===== config.mk =====
export PLATFORM = sky130hd
export DESIGN_NAME = spi_fb_writer
export DESIGN_NICKNAME = d
export VERILOG_FILES = /design/src/rtl/fb_pkg.sv /design/src/rtl/spi_byte_rx.sv /design/src/rtl/spi_fb_writer.sv
export SDC_FILE = /design/constraint.sdc
export NUM_CORES = 1
export LEC_CHECK = 0
export CORE_MARGIN = 2
export CORE_UTILIZATION = 61
export CTS_BUF_LIST = sky130_fd_sc_hd__clkbuf_8
export DETAILED_ROUTE_END_ITERATION = 8
export MAX_ROUTING_LAYER = met4
export PLACE_DENSITY = 0.87
export SETUP_SLACK_MARGIN = 0.05
export SYNTH_ARGS = -nofsm -noshare
export SYNTH_HDL_FRONTEND = slang
export SYNTH_SLANG_ARGS = --single-unit

===== constraint.sdc =====
create_clock -name clk -period 2.9 [get_ports clk]
set_input_delay 0.725 -clock clk [delete_from_list [all_inputs] [get_ports clk]]
set_output_delay 0.725 -clock clk [all_outputs]
set_load 0.05 [all_outputs]

===== src/rtl/fb_pkg.sv =====
// Shared widths, opcodes, FSM encoding and write payload for the SPI framebuffer writer.
package fb_pkg;

  localparam int unsigned ADDR_W   = 19;
  localparam int unsigned DATA_W   = 16;
  localparam int unsigned FB_WORDS = 416800;
  localparam int unsigned CNT_W    = 24;

  localparam logic [7:0] CMD_WRITE   = 8'h01;
  localparam logic [7:0] CMD_FILL    = 8'h02;
  localparam logic [7:0] CMD_CLR_ERR = 8'h03;

  typedef enum logic [3:0] {
    ST_IDLE, ST_CMD, ST_ADDR0, ST_ADDR1, ST_ADDR2, ST_CNT0, ST_CNT1, ST_CNT2,
    ST_DHI, ST_DLO, ST_FDHI, ST_FDLO, ST_FILL, ST_ACT, ST_SKIP
  } fb_state_e;

  typedef struct packed {
    logic [ADDR_W-1:0] addr;
    logic [DATA_W-1:0] data;
  } fb_wr_t;

  // Framebuffer address successor, wrapping after the last word.
  function automatic logic [ADDR_W-1:0] next_addr(input logic [ADDR_W-1:0] a);
    return (a == ADDR_W'(FB_WORDS - 1)) ? '0 : a + ADDR_W'(1);
  endfunction

endpackage


===== src/rtl/spi_byte_rx.sv =====
// Oversampled SPI mode-0 slave front end: synchronizers, byte assembly and status shift-out.
module spi_byte_rx #(
  parameter int unsigned SYNC_STAGES = 3
) (
  input  logic       clk,
  input  logic       rst_n,
  input  logic       spi_cs_n,
  input  logic       spi_sck,
  input  logic       spi_mosi,
  input  logic [7:0] status,
  output logic       cs_fall_c,
  output logic       cs_rise_c,
  output logic       bit_cnt_nz_c,
  output logic       byte_strobe,
  output logic [7:0] rx_byte,
  output logic       spi_miso
);

  logic [SYNC_STAGES-1:0] cs_sync_q, cs_sync_d;
  logic [SYNC_STAGES-1:0] sck_sync_q, sck_sync_d;
  logic [SYNC_STAGES-1:0] mosi_sync_q, mosi_sync_d;
  logic [2:0] bit_cnt_q, bit_cnt_d;
  logic [6:0] shift_q, shift_d;
  logic [6:0] miso_sr_q, miso_sr_d;
  logic [7:0] rx_byte_q, rx_byte_d;
  logic       byte_strobe_q, byte_strobe_d;
  logic       miso_q, miso_d;
  logic       byte0_q, byte0_d;
  logic       cs_n_new, cs_n_old, sck_rise, sck_fall, mosi_s;

  // Edges come from the last two stages; mosi is taken at the same depth as the newer sck stage.
  assign cs_n_new     = cs_sync_q[SYNC_STAGES-2];
  assign cs_n_old     = cs_sync_q[SYNC_STAGES-1];
  assign sck_rise     = sck_sync_q[SYNC_STAGES-2] & ~sck_sync_q[SYNC_STAGES-1];
  assign sck_fall     = ~sck_sync_q[SYNC_STAGES-2] & sck_sync_q[SYNC_STAGES-1];
  assign mosi_s       = mosi_sync_q[SYNC_STAGES-2];
  assign cs_fall_c    = cs_n_old & ~cs_n_new;
  assign cs_rise_c    = ~cs_n_old & cs_n_new;
  assign bit_cnt_nz_c = |bit_cnt_q;

  assign byte_strobe = byte_strobe_q;
  assign rx_byte     = rx_byte_q;
  assign spi_miso    = miso_q;

  always_comb begin
    cs_sync_d     = {cs_sync_q[SYNC_STAGES-2:0], spi_cs_n};
    sck_sync_d    = {sck_sync_q[SYNC_STAGES-2:0], spi_sck};
    mosi_sync_d   = {mosi_sync_q[SYNC_STAGES-2:0], spi_mosi};
    bit_cnt_d     = bit_cnt_q;
    shift_d       = shift_q;
    rx_byte_d     = rx_byte_q;
    byte_strobe_d = 1'b0;
    miso_sr_d     = miso_sr_q;
    miso_d        = miso_q;
    byte0_d       = byte0_q;
    if (cs_n_new) begin
      bit_cnt_d = '0;
      shift_d   = '0;
      miso_d    = 1'b1;
      byte0_d   = 1'b0;
    end else begin
      if (sck_rise) begin
        shift_d   = {shift_q[5:0], mosi_s};
        bit_cnt_d = bit_cnt_q + 3'd1;
        if (bit_cnt_q == 3'd7) begin
          byte_strobe_d = 1'b1;
          rx_byte_d     = {shift_q, mosi_s};
          byte0_d       = 1'b0;
        end
      end
      // Status MSB is presented at CS fall so it is valid before the first rising edge.
      if (cs_fall_c) begin
        miso_d    = status[7];
        miso_sr_d = status[6:0];
        byte0_d   = 1'b1;
      end else if (sck_fall) begin
        miso_d    = byte0_q ? miso_sr_q[6] : 1'b1;
        miso_sr_d = {miso_sr_q[5:0], 1'b0};
      end
    end
  end

  always_ff @(posedge clk) begin
    if (!rst_n) begin
      cs_sync_q     <= '1;
      sck_sync_q    <= '0;
      mosi_sync_q   <= '0;
      bit_cnt_q     <= '0;
      shift_q       <= '0;
      rx_byte_q     <= '0;
      byte_strobe_q <= 1'b0;
      miso_sr_q     <= '0;
      miso_q        <= 1'b1;
      byte0_q       <= 1'b0;
    end else begin
      cs_sync_q     <= cs_sync_d;
      sck_sync_q    <= sck_sync_d;
      mosi_sync_q   <= mosi_sync_d;
      bit_cnt_q     <= bit_cnt_d;
      shift_q       <= shift_d;
      rx_byte_q     <= rx_byte_d;
      byte_strobe_q <= byte_strobe_d;
      miso_sr_q     <= miso_sr_d;
      miso_q        <= miso_d;
      byte0_q       <= byte0_d;
    end
  end

endmodule


===== src/rtl/spi_fb_writer.sv =====
// SPI command decoder producing valid/ready pixel word writes, including hardware fill.
module spi_fb_writer
  import fb_pkg::*;
#(
  parameter int unsigned SYNC_STAGES = 3
) (
  input  logic              clk,
  input  logic              rst_n,
  input  logic              spi_cs_n,
  input  logic              spi_sck,
  input  logic              spi_mosi,
  output logic              spi_miso,
  output logic              wr_valid,
  input  logic              wr_ready,
  output logic [ADDR_W-1:0] wr_addr,
  output logic [DATA_W-1:0] wr_data,
  output logic              busy,
  output logic              overflow,
  output logic              frame_err
);

  fb_state_e         state_q, state_d;
  fb_wr_t            wr_q, wr_d;
  logic              wr_valid_q, wr_valid_d;
  logic [ADDR_W-1:0] addr_q, addr_d;
  logic [CNT_W-1:0]  cnt_q, cnt_d;
  logic [7:0]        hi_q, hi_d;
  logic [DATA_W-1:0] fill_data_q, fill_data_d;
  logic              is_fill_q, is_fill_d;
  logic              overflow_q, overflow_d;
  logic              frame_err_q, frame_err_d;
  logic              busy_q, busy_d;
  logic              slot_free, hdr_state;
  logic              cs_fall, cs_rise, bit_cnt_nz, byte_strobe;
  logic [7:0]        rx_byte;

  spi_byte_rx #(.SYNC_STAGES(SYNC_STAGES)) u_rx (
    .clk          (clk),
    .rst_n        (rst_n),
    .spi_cs_n     (spi_cs_n),
    .spi_sck      (spi_sck),
    .spi_mosi     (spi_mosi),
    .status       ({busy_q, overflow_q, frame_err_q, 5'b0}),
    .cs_fall_c    (cs_fall),
    .cs_rise_c    (cs_rise),
    .bit_cnt_nz_c (bit_cnt_nz),
    .byte_strobe  (byte_strobe),
    .rx_byte      (rx_byte),
    .spi_miso     (spi_miso)
  );

  assign wr_valid  = wr_valid_q;
  assign wr_addr   = wr_q.addr;
  assign wr_data   = wr_q.data;
  assign busy      = busy_q;
  assign overflow  = overflow_q;
  assign frame_err = frame_err_q;

  always_comb begin
    state_d     = state_q;
    wr_d        = wr_q;
    wr_valid_d  = wr_valid_q;
    addr_d      = addr_q;
    cnt_d       = cnt_q;
    hi_d        = hi_q;
    fill_data_d = fill_data_q;
    is_fill_d   = is_fill_q;
    overflow_d  = overflow_q;
    frame_err_d = frame_err_q;
    busy_d      = 1'b0;
    // Holding register is free when empty or being accepted this cycle.
    slot_free   = !wr_valid_q || wr_ready;
    hdr_state   = state_q inside {ST_ADDR0, ST_ADDR1, ST_ADDR2, ST_CNT0, ST_CNT1, ST_CNT2,
                                  ST_FDHI, ST_FDLO};
    if (wr_valid_q && wr_ready) wr_valid_d = 1'b0;

    if (cs_rise && state_q != ST_IDLE && state_q != ST_FILL) begin
      state_d = ST_IDLE;
      if (bit_cnt_nz || hdr_state) frame_err_d = 1'b1;
    end else begin
      case (state_q)
        ST_IDLE: if (cs_fall) state_d = ST_CMD;
        ST_CMD: if (byte_strobe) begin
          is_fill_d = (rx_byte == CMD_FILL);
          if (rx_byte == CMD_WRITE || rx_byte == CMD_FILL) state_d = ST_ADDR0;
          else if (rx_byte == CMD_CLR_ERR)                 state_d = ST_ACT;
          else                                             state_d = ST_SKIP;
        end
        ST_ADDR0: if (byte_strobe) begin
          addr_d  = {rx_byte[2:0], addr_q[15:0]};
          state_d = ST_ADDR1;
        end
        ST_ADDR1: if (byte_strobe) begin
          addr_d[15:8] = rx_byte;
          state_d      = ST_ADDR2;
        end
        ST_ADDR2: if (byte_strobe) begin
          addr_d[7:0] = rx_byte;
          state_d     = is_fill_q ? ST_CNT0 : ST_DHI;
        end
        ST_CNT0: if (byte_strobe) begin
          cnt_d[23:16] = rx_byte;
          state_d      = ST_CNT1;
        end
        ST_CNT1: if (byte_strobe) begin
          cnt_d[15:8] = rx_byte;
          state_d     = ST_CNT2;
        end
        ST_CNT2: if (byte_strobe) begin
          cnt_d[7:0] = rx_byte;
          state_d    = ST_FDHI;
        end
        ST_DHI: if (byte_strobe) begin
          hi_d    = rx_byte;
          state_d = ST_DLO;
        end
        ST_DLO: if (byte_strobe) begin
          if (slot_free) begin
            wr_valid_d = 1'b1;
            wr_d.addr  = addr_q;
            wr_d.data  = {hi_q, rx_byte};
          end else begin
            overflow_d = 1'b1;
          end
          addr_d  = next_addr(addr_q);
          state_d = ST_DHI;
        end
        ST_FDHI: if (byte_strobe) begin
          hi_d    = rx_byte;
          state_d = ST_FDLO;
        end
        ST_FDLO: if (byte_strobe) begin
          fill_data_d = {hi_q, rx_byte};
          state_d     = ST_FILL;
        end
        ST_FILL: begin
          if (cnt_q == '0) begin
            state_d = ST_IDLE;
          end else if (slot_free) begin
            wr_valid_d = 1'b1;
            wr_d.addr  = addr_q;
            wr_d.data  = fill_data_q;
            addr_d     = next_addr(addr_q);
            cnt_d      = cnt_q - CNT_W'(1);
          end
        end
        ST_ACT: begin
          overflow_d  = 1'b0;
          frame_err_d = 1'b0;
          state_d     = ST_SKIP;
        end
        ST_SKIP: state_d = ST_SKIP;
        default: state_d = ST_IDLE;
      endcase
    end
    busy_d = (state_d != ST_IDLE) || wr_valid_d;
  end

  always_ff @(posedge clk) begin
    if (!rst_n) begin
      state_q     <= ST_IDLE;
      wr_q        <= '0;
      wr_valid_q  <= 1'b0;
      addr_q      <= '0;
      cnt_q       <= '0;
      hi_q        <= '0;
      fill_data_q <= '0;
      is_fill_q   <= 1'b0;
      overflow_q  <= 1'b0;
      frame_err_q <= 1'b0;
      busy_q      <= 1'b0;
    end else begin
      state_q     <= state_d;
      wr_q        <= wr_d;
      wr_valid_q  <= wr_valid_d;
      addr_q      <= addr_d;
      cnt_q       <= cnt_d;
      hi_q        <= hi_d;
      fill_data_q <= fill_data_d;
      is_fill_q   <= is_fill_d;
      overflow_q  <= overflow_d;
      frame_err_q <= frame_err_d;
      busy_q      <= busy_d;
    end
  end

endmodule

## Yosys cells after proc, flatten, opt, wreduce, memory -nomap -nowiden

Index checks and enable logic that the tools add are counted.

- Memories kept: 0
- Bits in read-only memories: 0
- Latch bits: 0
- RAM bits: 0
- Output and inout port bits: 40
- Flip-flop bits (word level): 147
- Input bits: 6
- Word-level logic and storage cells: 176

- Bitwise operators: 12
- Reductions and logical operators: 45
- Equality and inequality tests: 32
- $lt $le $gt $ge: 0
- Shifts and indexed selects: 0
- Multipliers: 0
- Add/sub/neg operators: 3
- Div/mod/pow operators: 0
- Multiplexer cells: 58

Operators by type and width:

| cell | number |
|---|---|
| $mux W35 | 4 |
| $mux W19 | 5 |
| $pmux W35 S2 | 1 |
| $mux W4 | 16 |
| $pmux W8 S4 | 2 |
| $pmux W4 S14 | 1 |
| $mux W24 | 2 |
| $pmux W8 S2 | 3 |
| $eq A4 B4 Y1 const B | 7 |
| $logic_not A24 Y1 | 1 |
| $sub A24 B1 Y24 const B | 1 |
| $add A19 B1 Y19 const B | 1 |
| $eq A19 B19 Y1 const B | 1 |
| $reduce_bool A2 Y1 | 9 |
| $mux W1 | 17 |
| $eq A4 B3 Y1 const B | 4 |
| $eq A8 B2 Y1 const B | 2 |
| $ne A2 B1 Y1 const B | 8 |
| $reduce_and A5 Y1 | 3 |
| $mux W7 | 2 |
| $reduce_and A7 Y1 | 2 |
| $reduce_and A3 Y1 | 4 |
| $reduce_and A6 Y1 | 2 |
| $pmux W3 S3 | 1 |
| other kinds (23) | 51 |

## Logic depth before layout (Yosys ltp)

- Depth after elaboration: 8
- Depth in mapped cells: 10
- Mapped depth without buffers: 8

## Cells and area by module

A second synthesis with hierarchy kept.

- Cells, all modules: 905
- Area, all modules: 7180.6 um^2

Modules (own cells, without submodules):

| module | area an instance (um^2) | times used | cells an instance | sequential area each (um^2) |
|---|---|---|---|---|
| spi_fb_writer | 5744.3 | 1 | 758 | 2222.1 |
| spi_byte_rx | 1436.4 | 1 | 147 | 720.7 |

## Least setup slack after synthesis

Ideal clock, no wire load.

- Path type: register -> register
- Start: reg cnt_q[0]
- End: reg addr_q[4]
- Period minus slack after synthesis: 2.442 ns
- Stages on the path, launching flop included: 9
- Data required time: 2.781 ns
- Library setup time: 0.119 ns
- Buffers on the path: 1
- Arrival time: 2.324 ns
- Slack: 0.458 ns
- Path through: dfxtp_1 inv_1 ha_1 or4b_1 nor4_4 a21o_2 a211oi_1 buf_2 o221a_2

- Cells in the longest elaborated chain, start to end: 3

RTL lines:

| element | line | RTL |
|---|---|---|
| start, declared | spi_fb_writer.sv:26 | `logic [CNT_W-1:0] cnt_q, cnt_d;` |
| start signal, assigned | spi_fb_writer.sv:177 | `cnt_q <= cnt_d;` |
| $logic_not A24 Y1 | spi_fb_writer.sv:137 | `if (cnt_q == '0) begin` |
| $ne A2 B2 Y1 (no source line) | n/a |  |
| $reduce_and A7 Y1 (no source line) | n/a |  |
| end signal, assigned | spi_fb_writer.sv:176 | `addr_q <= addr_d;` |
| end, declared | spi_fb_writer.sv:25 | `logic [ADDR_W-1:0] addr_q, addr_d;` |

No other way between the ends.
A chain may end at the register's enable or synchronous reset.

## Final worst setup path

- Start: reg cnt_q[0]
- End: reg busy_q (netlist: busy)

- Cells in the longest elaborated chain, start to end: 6
- Elaborated cells on any way between the ends: 9
- Classes of those cells: mux (6); reduce/logical (3)

RTL lines:

| element | line | RTL |
|---|---|---|
| $logic_not A24 Y1 * | spi_fb_writer.sv:137 |  |
| $mux W4 | spi_fb_writer.sv:137 |  |
| $pmux W4 S14 | spi_fb_writer.sv:81 | `case (state_q)` |
| $mux W4 | spi_fb_writer.sv:77 | `if (cs_rise && state_q != ST_IDLE && state_q != ST_FILL) begin` |
| $reduce_bool A4 Y1 | spi_fb_writer.sv:156 | `busy_d = (state_d != ST_IDLE) \|\| wr_valid_d;` |
| $logic_or A1 B1 Y1 * | spi_fb_writer.sv:156 |  |
| end signal, assigned | spi_fb_writer.sv:183 | `busy_q <= busy_d;` |
| end, declared | spi_fb_writer.sv:32 | `logic busy_q, busy_d;` |

Mark *: on every way between the ends. The rest lies on a longest branch, timed or not.

==> reports/results.ini <==
[sta]
max_slew_margin = 0.467
finalHoldViolCount = 0
timing.final.crit_share = 0.941
max_freq_mhz = 366
hold_ws_ns = 0.416
rsz0062_at_grt = no
tns_ns = 0
finalSetupViolCount = 0
tightest_slew_ns = 0.799
finalMaxSlewViolations = 0
finalWorstSetupSlack_ns = 0.170
fin_crit_ns = 2.73
clock_skew_ns = 0.0123

[finish]
finalInstanceArea_um2 = 7900
nets = 874
area_growth_pct = 15.1
drive_gt1_frac = 0.0982
diodes = 0
fin_util = 0.726

[cts]
cts.clk_slew.worst_paths_ns = 0.09
post-cts-setup-buffer-count = 0
cts.path.max_buffers = 2
numCtsBuffers = 17
insertion_delay_ns = 0.46
clkSinkCount = 142
cts_tree = yes
cts_htree_levels = 4
cts_root_buf = clkbuf_8

[power_and_ir_drop]
p_leak_nw = 2.69
vdd_ir_drop_max_mv = 0.638
powerDensity_nw_per_um2 = 485

[detailed_routing]
drt_iter0_drc = 798
routed_via_density = 6.38
post_drt_wl_per_cell_um = 17.8
wirelength_um = 18100
drc = 0
ant_nets = 0
vias = 6487
dr.pass1.iters = 6

[global_route]
grt_max_degree = 57
grt_pass1_vias = 6049
grt_overflow = 0
grt_pass1_wl_um = 29800
grtUsageTotal = 0.324
antenna_found_initial = 0

[critical_path]
worstPathMaxFanout = 7
required_ns = 3.24
arrival_ns = 3.07
cp-end-kind = flop
worstSetupPathType = flop to flop
r2r_end = busy
cp-start-kind = flop
ff2ff_setup_slack_ns = 0.17
r2r_cells = 9
r2r-start = cnt_q[0]

[yosys]
synth_edf_count = 0
ys_seq_area_frac = 0.414
yosys_warnings = 0
avgSynthCellArea_um2 = 8.21
synth_seq_cells = 142
yosysTopAreaCell = dfxtp_1
syn_area_um2 = 6870
synth_top_cell_area_share = 0.414
yosysUniqueCellTypes = 74
synthArstFlopShare = 0
syn_nets = 847
synth_ff_type = dfxtp_1
netlist_top_cells_area = dfxtp_1 41%, mux2i_1 6.6%, nand2_1 5.9%
syn_inst = 836

[floorplanning]
initial_utilization = 0.631
io_pins = 46
core_area_um2 = 10900
dieArea_um2 = 12100
fp.dieH_um = 110
die_x_um = 110
rows = 38

[placement]
place_area_um2 = 7460
dpl.hpwl_um = 11900
dpl_worst_slack_ns = 0.224
port_buffers = 45
place_congestion = 0.961

[hold_path]
hp-class = flop to flop
min_from = u_rx.cs_sync_q[0]
hold_end = u_rx.cs_sync_q[1]
hold_depth = 1

[status]
status = finished, final reports clean

[flow_run]
maxCapViolCount = 0

[routing by layer]
metal / up-vias / track usage / wire, µm
met4: 0 / 0.146 / 524
met2: 349 / 0.496 / 8510
li1: 3063 / - / -
met1: 3012 / 0.406 / 7420
met3: 63 / 0.0794 / 1620
met5: - / - / 0
[area by class of cell]
| class | count | area (µm²) |
|---|---|---|
| flip-flops and latches | 142 | 2840 |
| multi-input cells | 624 | 3750 |
| clock inverters | 14 | 189 |
| repair buffers | 67 | 653 |
| inverters | 11 | 41.3 |
| well taps | 140 | 175 |
| clock buffers | 18 | 248 |
| fillers | 816 | 2990 |
[Yosys cell counts, types with 3 or more instances]
cell,n
a211oi_1,4
a21boi_0,3
a21o_1,5
a21oi_1,72
a21oi_2,3
a311oi_1,15
a31o_2,3
a31oi_1,12
and2_1,13
and3_1,5
and4_1,3
buf_1,5
buf_2,7
clkbuf_1,43
dfxtp_1,142
ha_1,5
inv_1,9
mux2i_1,45
nand2_1,108
nand2b_1,15
nand3_1,14
nand4_1,12
nand4b_1,3
nor2_1,101
nor2b_1,13
nor3_1,16
nor3b_1,3
nor4_1,6
o211ai_1,6
o21a_1,5
o21ai_0,39
o21ai_1,9
o21bai_1,3
o221a_2,6
o22ai_1,6
o31a_1,7
o31ai_1,8
o32ai_1,3
o41ai_1,3
or2_2,4
or3_1,3
or4_1,5
xnor2_1,3
[state kept, by name (all words and copies together) (netlist names), 7 cells and up]
signal,flops
u_rx.shift_q,7
wr_addr,19
fill_data_q,16
wr_data,16
cnt_q,24
hi_q,8
u_rx.rx_byte,8
addr_q,19
[worst max-delay path by stage]
stage	start	end	slack, ns	depth (start not counted)
6_report	cnt_q[0]	busy	0.17	9
5_1_grt	cnt_q[0]	addr_q[2]	0.08	10
4_1_cts	cnt_q[0]	busy	0.18	9
3_5_place_dp	cnt_q[0]	addr_q[10]	0.22	10
3_3_place_gp	cnt_q[0]	addr_q[2]	0.34	10
2_1_floorplan	cnt_q[0]	addr_q[4]	0.46	8
[cells in the final DEF, fill, tap and decap left out, types with 18 or more instances in the layout]
master	synthesis	final
dfxtp_1	142	142
nand2_1	108	108
nor2_1	101	101
a21oi_1	72	72
mux2i_1	45	45
clkdlybuf4s50_1	0	45
o21ai_0	39	39
buf_4	2	19
clkbuf_8	0	18
[report_power, final]
part	internal [W]	switching (W)
Sequential	0.00196	0.00000905
Clock	0.000958	0.000786
Combinational	0.0000386	0.0000796
Total	0.00295	0.000874
[what timing repair did]
action,4_1_cts,5_1_grt
resized for setup,0,1
hold buffers,0,0
endpoints found under the setup margin,0,1
[stage by stage]
stage          total power [W]  cells
3_5_place_dp           0.00213    984
3_3_place_gp           0.00212    984
2_1_floorplan          0.00209    836
4_1_cts                0.00385   1016
5_1_grt                0.00395   1016
6_report               0.00383   1016
[cells by family after synthesis]
kind of cell	count (synthesis)	synth area share
AND/OR/NAND/NOR	334	0.233
AO/OA/AOI/OAI	234	0.228
flip-flops	142	0.414
buffers and inverters	70	0.0428
multiplexers	46	0.0672
XOR/XNOR	5	0.00638
adder cells (fa/ha/maj)	5	0.00911
[critical path, cell delays in order, from the launching register on]
cell and delay [ns]:
dfxtp_1 0.35, inv_1 0.07, ha_1 0.23, or4b_4 0.51, nor4_4 0.28, buf_4 0.21, a21oi_2 0.08, nor3_1 0.32
a21oi_1 0.12, o41a_1 0.43
Note: power is estimated with default switching activity, not from simulation.
